===== config.mk =====
export PLATFORM = sky130hd
export DESIGN_NAME = mult_seq_ctrl
export DESIGN_NICKNAME = d
export VERILOG_FILES = /design/src/rtl/mult_seq_ctrl_pkg.sv /design/src/rtl/mult_seq_acc.sv /design/src/rtl/mult_seq_ctrl.sv
export SDC_FILE = /design/constraint.sdc
export NUM_CORES = 1
export LEC_CHECK = 0
export ABC_AREA = 1
export ABC_CLOCK_PERIOD_IN_PS = 2200
export CORE_UTILIZATION = 46
export DETAILED_ROUTE_END_ITERATION = 8
export PLACE_DENSITY = 0.75
export SLEW_MARGIN = 10
export SYNTH_ARGS = -nofsm -noshare
export SYNTH_HDL_FRONTEND = slang
export SYNTH_SLANG_ARGS = --single-unit
export TNS_END_PERCENT = 5

===== constraint.sdc =====
create_clock -name clk -period 2.2 [get_ports clk]
set_clock_uncertainty 0.1 [all_clocks]
set_input_delay 0.33 -clock clk [delete_from_list [all_inputs] [get_ports clk]]
set_output_delay 0.33 -clock clk [all_outputs]
set_load 0.005 [all_outputs]

===== src/rtl/mult_seq_ctrl_pkg.sv =====
// Shared types and sizing helpers for the sequential 2-bit-slice multiplier.
package mult_seq_ctrl_pkg;

  typedef enum logic [1:0] {
    ST_IDLE = 2'd0,
    ST_MUL  = 2'd1,
    ST_DONE = 2'd2
  } state_e;

  // Number of slice-pair products needed for a WIDTH x WIDTH multiply.
  function automatic int steps_f(input int width);
    return (width / 2) * (width / 2);
  endfunction

  // Step counter width; kept at least one bit so WIDTH=2 still elaborates.
  function automatic int cnt_w_f(input int width);
    int s;
    s = steps_f(width);
    return (s > 1) ? $clog2(s) : 1;
  endfunction

  // Shift amount width; largest shift is 2*WIDTH-4.
  function automatic int shift_w_f(input int width);
    return $clog2(2 * width);
  endfunction

  // Slice index width for selecting one of WIDTH/2 two-bit slices.
  function automatic int idx_w_f(input int width);
    return (width / 2 > 1) ? $clog2(width / 2) : 1;
  endfunction

endpackage


===== src/rtl/mult_seq_acc.sv =====
// Shift-and-add accumulator for partial products of the 2-bit-slice multiplier.
module mult_seq_acc
  import mult_seq_ctrl_pkg::*;
#(
  parameter int WIDTH   = 4,
  parameter int SHIFT_W = shift_w_f(WIDTH)
) (
  input  logic                 clk,
  input  logic                 rst,
  input  logic                 clear,
  input  logic                 enable,
  input  logic [3:0]           pp,
  input  logic [SHIFT_W-1:0]   shift,
  output logic [2*WIDTH-1:0]   acc
);

  localparam int AW = 2 * WIDTH;

  logic [AW-1:0] acc_q;
  logic [AW-1:0] acc_d;
  logic [AW-1:0] pp_ext;

  always_comb begin
    pp_ext = AW'(pp);
    acc_d  = acc_q;
    if (clear) begin
      acc_d = '0;
    end else if (enable) begin
      acc_d = acc_q + (pp_ext << shift);
    end
  end

  always_ff @(posedge clk) begin
    if (rst) begin
      acc_q <= '0;
    end else begin
      acc_q <= acc_d;
    end
  end

  assign acc = acc_q;

endmodule


===== src/rtl/mult_seq_ctrl.sv =====
// Sequencer computing a WIDTH x WIDTH unsigned product one 2-bit slice pair
// per cycle through an external multiplier_2bit.
module mult_seq_ctrl
  import mult_seq_ctrl_pkg::*;
#(
  parameter int WIDTH = 4
) (
  input  logic                 clk,
  input  logic                 rst,
  input  logic                 start,
  input  logic [WIDTH-1:0]     a,
  input  logic [WIDTH-1:0]     b,
  output logic                 ready,
  output logic                 busy,
  output logic                 done,
  output logic [2*WIDTH-1:0]   product,
  output logic [1:0]           mul_a,
  output logic [1:0]           mul_b,
  input  logic [3:0]           mul_res
);

  localparam int HALF    = WIDTH / 2;
  localparam int STEPS   = steps_f(WIDTH);
  localparam int CNT_W   = cnt_w_f(WIDTH);
  localparam int SHIFT_W = shift_w_f(WIDTH);
  localparam int IDX_W   = idx_w_f(WIDTH);
  localparam int PW      = 2 * WIDTH;
  localparam logic [CNT_W-1:0] LAST_STEP = CNT_W'(STEPS - 1);

  state_e             state_q, state_d;
  logic [CNT_W-1:0]   step_q, step_d;
  logic [WIDTH-1:0]   a_q, a_d;
  logic [WIDTH-1:0]   b_q, b_d;
  logic [PW-1:0]      product_q, product_d;

  logic               acc_clear;
  logic               acc_en;
  logic [PW-1:0]      acc;
  logic [IDX_W-1:0]   i_sel;
  logic [IDX_W-1:0]   j_sel;
  logic [SHIFT_W-1:0] shift;

  logic [1:0] a_slice [HALF];
  logic [1:0] b_slice [HALF];

  for (genvar gi = 0; gi < HALF; gi++) begin : g_slice
    assign a_slice[gi] = a_q[2*gi +: 2];
    assign b_slice[gi] = b_q[2*gi +: 2];
  end

  // Step k walks a-slices in the outer position and b-slices in the inner.
  always_comb begin
    i_sel = IDX_W'(int'(step_q) / HALF);
    j_sel = IDX_W'(int'(step_q) % HALF);
    shift = SHIFT_W'(2 * (int'(i_sel) + int'(j_sel)));
  end

  always_comb begin
    state_d   = state_q;
    step_d    = step_q;
    a_d       = a_q;
    b_d       = b_q;
    product_d = product_q;
    acc_clear = 1'b0;
    acc_en    = 1'b0;
    case (state_q)
      ST_IDLE: begin
        if (start) begin
          a_d       = a;
          b_d       = b;
          step_d    = '0;
          acc_clear = 1'b1;
          state_d   = ST_MUL;
        end
      end
      ST_MUL: begin
        acc_en = 1'b1;
        if (step_q == LAST_STEP) begin
          step_d  = '0;
          state_d = ST_DONE;
        end else begin
          step_d = step_q + CNT_W'(1);
        end
      end
      ST_DONE: begin
        product_d = acc;
        state_d   = ST_IDLE;
      end
      default: begin
        state_d = ST_IDLE;
      end
    endcase
  end

  always_ff @(posedge clk) begin
    if (rst) begin
      state_q   <= ST_IDLE;
      step_q    <= '0;
      a_q       <= '0;
      b_q       <= '0;
      product_q <= '0;
    end else begin
      state_q   <= state_d;
      step_q    <= step_d;
      a_q       <= a_d;
      b_q       <= b_d;
      product_q <= product_d;
    end
  end

  mult_seq_acc #(
    .WIDTH   (WIDTH),
    .SHIFT_W (SHIFT_W)
  ) u_acc (
    .clk    (clk),
    .rst    (rst),
    .clear  (acc_clear),
    .enable (acc_en),
    .pp     (mul_res),
    .shift  (shift),
    .acc    (acc)
  );

  assign ready = (state_q == ST_IDLE);
  assign busy  = (state_q == ST_MUL);
  assign done  = (state_q == ST_DONE);

  // The finished sum is already complete in DONE, so expose it that cycle.
  assign product = done ? acc : product_q;

  assign mul_a = busy ? a_slice[i_sel] : 2'b00;
  assign mul_b = busy ? b_slice[j_sel] : 2'b00;

endmodule


==> results of run 1 <==
## through the flow
stage          setup TNS [ns]  setup WS, ns
6_report                    0        0.0336
5_1_grt                -0.325       -0.0990
4_1_cts                     0        0.0127
3_5_place_dp           -0.301        -0.121
3_3_place_gp           -0.213       -0.0885
2_1_floorplan               0        0.0131
## Yosys cell counts, drive strengths merged
master / number / area share
nand2: 48 / 0.12
nor2: 47 / 0.12
inv: 37 / 0.089
dfxtp: 28 / 0.36
o21ai: 28 / 0.090
a21oi: 11 / 0.035
or2: 9 / 0.036
ha: 8 / 0.064
nand3: 6 / 0.019
clkbuf: 3 / 0.0072
nor3: 3 / 0.0096
buf: 2 / 0.0064
o21a: 2 / 0.0096
fa: 1 / 0.013
nand3b: 1 / 0.0048
o21bai: 1 / 0.0048
xnor2: 1 / 0.0056
xor2: 1 / 0.0056
## kinds of logic after synthesis
family	count (synthesis)	synth area share
AO/OA/AOI/OAI	42	0.139
AND/OR/NAND/NOR	114	0.312
XOR/XNOR	2	0.0112
buffers and inverters	42	0.102
adder cells (fa/ha/maj)	9	0.0768
flip-flops	28	0.358
## flip-flops by register name, indices dropped and copies added, names as in the netlist
| signal | cells |
|---|---|
| a_q | 4 |
| b_q | 4 |
| product_q | 8 |
| state_q | 2 |
| step_q | 2 |
| u_acc.acc | 8 |
## power by group through the flow
| stage | Sequential, µW | Clock, µW | Combinational [µW] |
|---|---|---|---|
| 2_1_floorplan | 557 | 0 | 162 |
| 3_3_place_gp | 561 | 0 | 260 |
| 3_5_place_dp | 562 | 0 | 264 |
| 4_1_cts | 552 | 341 | 272 |
| 5_1_grt | 557 | 361 | 319 |
| 6_report | 554 | 335 | 283 |
## area by class of cell
class | count | area (µm²)
Tap cell | 44 | 55.1
Fill cell | 269 | 1020
Inverter | 37 | 144
Clock buffer | 3 | 22.5
Multi-Input combinational cell | 167 | 898
Timing Repair Buffer | 41 | 395
Clock inverter | 1 | 30.0
Sequential cell | 28 | 566
## placed cells by master, fill, tap and decap left out, drive strengths merged, types with 2 or more instances in the layout
cell type and instances:
inv 37, nor3 3, clkbuf 3, o21a 2, o21ai 28, ha 8, buf 12, dlymetal6s2s 6
a21oi 11, dfxtp 28, or2 9, nand3 6, nand2 48, nor2 47, clkdlybuf4s50 23
## worst min-delay path, stage by stage (launching register included)
cell	delay, ns
dfxtp_1	0.34
nor2_1	0.09
nor2_1	0.05
## path summary, 6_finish.rpt
kind	endpoint	start	slack, ns
worst min-delay path	b_q[1]	b_q[1]	0.40
worst min register to register	b_q[1]	b_q[1]	0.40
worst max register to register	u_acc.acc[6]	step_q[1]	0.08
worst max-delay path	product[6]	state_q[0]	0.03
## layer usage
layer,vias up,wire length (µm),global-route usage
met5,-,0,0
met1,685,1670,0.277
met4,0,29,0.0598
li1,815,-,-
met3,2,98,0.0260
met2,28,1500,0.317
## repair_timing
| action | CTS | global route |
|---|---|---|
| cloned | 0 | 0 |
| pin swaps | 0 | 4 |
| gates resized for setup | 9 | 17 |
| setup endpoints to repair | 13 | 12 |
==> results_dict.tcl, run 1 <==
set metrics [dict create \
    routedWlPerCell_um 10.3 \
    placed_cells 317 \
    end_kind "output pin" \
    hold_viol 0 \
    diodes 0 \
    fp.dieW_um 60.3 \
    core_mm2 0.00313 \
    switching_share 0.269 \
    clkSinkCount 28 \
    drive_gt1_frac 0.141 \
    antenna_found_initial 0 \
    worst_ep_arrival_time_ns 1.74 \
    cts_hold_buf 0 \
    required_ns 1.77 \
    cap_viol_max_count 0 \
    cts_tree "built" \
    start_kind "flip-flop" \
    p_clk_frac 0.286 \
    ir_drop_mv 0.340 \
    finalSetupViolations 0 \
    rows 20 \
    cp_cell_sequence "inv_2 > nand2_4 > inv_6 > or2_0 > o21ai_0 > inv_1 > clkdlybuf4s50_1" \
    drc 0 \
    placed_cell_area_mm2 0.00198 \
    finalNonFillerCells 321 \
    synth_nets 261 \
    maxSlewViolCount 0 \
    grt_pass1_wl_um 5450 \
    die_y_um 60.3 \
    place_hpwl_um 2550 \
    cts-buffers-inserted 3 \
    syn_inst 237 \
    worstPathMaxFanout 9 \
    sequentialPowerShare 0.472 \
    cts-root-buf "clkbuf_4" \
    synth_warnings 0 \
    syn_area_mm2 0.00156 \
    hp-class "flip-flop to flip-flop" \
    final_core_util 0.675 \
    cpPeakStageDelay_ns 0.44 \
    clk_pin_slew_ns 0.15 \
    cp_slowest_cell "clkdlybuf4s50_1" \
    die_area_mm2 0.00364 \
    drt_iter0_drc 75 \
    ys_seq_area_frac 0.358 \
    ant_nets 0 \
    internal-power_uw 856 \
    syn_avg_cell_area_um2 6.60 \
    drt_first_pass_iters 4 \
    grt_max_degree 17 \
    power.leakage_uw 0.00114 \
    gp_congestion 0.809 \
    max_slew_margin 0.785 \
    pwr-share-comb 0.241 \
    via_count 1530 \
    rsz0062_at_grt "true" \
    critPathKind "flip-flop to output pin" \
    globalRouteTotalUtil 0.198 \
    nNetsFinal 302 \
    drt_wl_total_um 3300 \
    fin_crit_ns 2.17 \
    cp.depth 7 \
    overflow 0 \
    synth_seq_cells 28 \
    cts_max_path_buffers 2 \
    viasPerCell 4.77 \
    path_delay_family "buffers and inverters" \
    synth.distinct_cells 26 \
    power_uw 1170 \
    area_delta_synth_final_pct 35.0 \
    ios 30 \
    worstMarginPinSlew_ns 0.322 \
    r2r_cells 10 \
    whs_ns 0.401 \
    cts-htree-levels 1 \
    max_freq_ghz 0.462 \
    hold_path_depth 2 \
    port-buffer-count 29 \
    post-cts-setup-buffers 0 \
    cp_num_buf_inv 4 \
    initial_core_util 0.500 \
    p_sw_uw 316 \
    status "finished clean" \
    first_global_vias 1264 \
    fin_crit_sh 0.985 \
    powerDensity_mw_per_mm2 555 \
    design_area_mm2 0.00211 \
    insertion_delay_ns 0.33 \
]
No activity file was read; power rests on OpenSTA's default activity.
==> run 2, diff against run 1 <==
--- a/config.mk
+++ b/config.mk
@@ -7,9 +7,11 @@
 export LEC_CHECK = 0
 export ABC_AREA = 1
 export ABC_CLOCK_PERIOD_IN_PS = 2200
-export CORE_UTILIZATION = 46
+export CELL_PAD_IN_SITES_DETAIL_PLACEMENT = 0
+export CELL_PAD_IN_SITES_GLOBAL_PLACEMENT = 1
+export CORE_UTILIZATION = 32
 export DETAILED_ROUTE_END_ITERATION = 8
-export PLACE_DENSITY = 0.75
+export PLACE_DENSITY_LB_ADDON = 0.1
 export SLEW_MARGIN = 10
 export SYNTH_ARGS = -nofsm -noshare
 export SYNTH_HDL_FRONTEND = slang
==> run 2 against run 1 <==
Against the previous run:
- worst setup slack better by 0.074 ns
- global-route usage shrank 4.7 points
- critical path depth fell by 1
- total power is 5.2% higher
- largest cell class unchanged
==> results_dict.tcl, run 2 (synthesized netlist as in run 1, its figures left out) <==
set metrics [dict create \
    max_slew_margin 0.802 \
    cts-buffers-inserted 3 \
    cts-root-buf "clkbuf_8" \
    routedWlPerCell_um 10.5 \
    drt_first_pass_iters 4 \
    ios 30 \
    die_area_mm2 0.00517 \
    rsz0062_at_grt "true" \
    required_ns 1.77 \
    worstMarginPinSlew_ns 0.297 \
    cap_viol_max_count 0 \
    power.leakage_uw 0.00105 \
    ir_drop_mv 0.315 \
    hold_viol 0 \
    cts-htree-levels 1 \
    multi_input_area_um2 870 \
    rows 25 \
    core_mm2 0.00472 \
    area_delta_synth_final_pct 36.0 \
    drt_iter0_drc 45 \
    pre_cts_slack_ns -0.152 \
    final_cell_mix "nand2_1, nor2_1, inv_1, clkdlybuf4s50_1, dfxtp_1" \
    via_count 1493 \
    cts_tree "built" \
    fill_cells 523 \
    timing.final.ws_setup_ns 0.107 \
    whs_ns 0.392 \
    initial_core_util 0.331 \
    powerDensity_mw_per_mm2 580 \
    finalSetupViolations 0 \
    place_hpwl_um 2930 \
    design_area_mm2 0.00213 \
    diodes 0 \
    antenna_found_initial 0 \
    hp-class "flip-flop to flip-flop" \
    nNetsFinal 304 \
    grt_pass1_wl_um 6070 \
    ant_nets 0 \
    finalNonFillerCells 346 \
    max_freq_ghz 0.478 \
    drive_gt1_frac 0.136 \
    end_kind "output pin" \
    grt_max_degree 17 \
    cts_hold_buf 0 \
    globalRouteTotalUtil 0.152 \
    clk_pin_slew_ns 0.10 \
    fin_crit_sh 0.951 \
    drc 0 \
    final_common_cell "nand2_1" \
    overflow 0 \
    seqCellArea_um2 566 \
    port-buffer-count 29 \
    placed_cells 342 \
    worstPathMaxFanout 7 \
    fin_crit_ns 2.09 \
    cts_max_path_buffers 2 \
    worst_ep_arrival_time_ns 1.66 \
    fp.dieW_um 71.9 \
    placed_cell_area_mm2 0.00202 \
    die_y_um 71.9 \
    critPathKind "flip-flop to output pin" \
    viasPerCell 4.32 \
    gp_congestion 0.722 \
    maxSlewViolCount 0 \
    drt_wl_total_um 3650 \
    fin_setup_tns_ns 0 \
    status "finished clean" \
    clkSinkCount 28 \
    first_global_vias 1301 \
    start_kind "flip-flop" \
    insertion_delay_ns 0.27 \
]
-- run 2: what timing repair did --
| action | 4_1_cts | 5_1_grt |
|---|---|---|
| setup buffers | 0 | 0 |
| pin swaps | 1 | 5 |
| endpoints found under the setup margin | 5 | 12 |
| resized for setup | 3 | 11 |
-- run 2: final timing paths --
check / depth (start not counted) / slack (ns) / end / startpoint
hold / removal: 2 / 0.39 / a_q[3] / a_q[3]
setup reg to reg: 12 / 0.14 / u_acc.acc[5] / step_q[1]
setup / recovery: 6 / 0.11 / product[0] / state_q[0]
hold reg to reg: 2 / 0.39 / a_q[3] / a_q[3]
-- run 2: power breakdown --
| part | internal, µW | leakage (µW) | switching, µW | total, µW |
|---|---|---|---|---|
| registers | 533 | 0.000230 | 18.3 | 551 |
| clock network | 244 | 0.0000357 | 162 | 406 |
| logic | 133 | 0.000783 | 143 | 276 |
| total | 910 | 0.00105 | 323 | 1230 |
-- run 2: through the flow --
step | util | total power [µW]
detailed placement | 0.429 | 834
floorplan | - | 719
finish | 0.450 | 1230
global route | 0.450 | 1310
CTS | 0.447 | 1250
global placement | 0.429 | 833
-- run 2: layout make-up --
cell class / count / share of cell area
tap: 67 / 0.0394
multi-input combinational: 167 / 0.409
clock inverter: 1 / 0.0141
clock buffer: 3 / 0.0194
inverter: 37 / 0.0665
sequential: 28 / 0.266
timing repair buffer: 43 / 0.186
-- run 2: layer usage --
metal  wire [µm]  track usage  vias to the layer above
li1            -            -                      818
met1        1640        0.185                      657
met2        1900        0.274                       16
met3          75       0.0292                        2
met4          31       0.0392                        0
met5           0            0                        -
-- run 2: worst max-delay path, stage by stage, from the launching register on --
cell and delay, ns:
dfxtp_2 0.34, inv_2 0.08, nand2_2 0.08, buf_4 0.17
o21ai_0 0.22, inv_1 0.06, clkdlybuf4s50_1 0.44
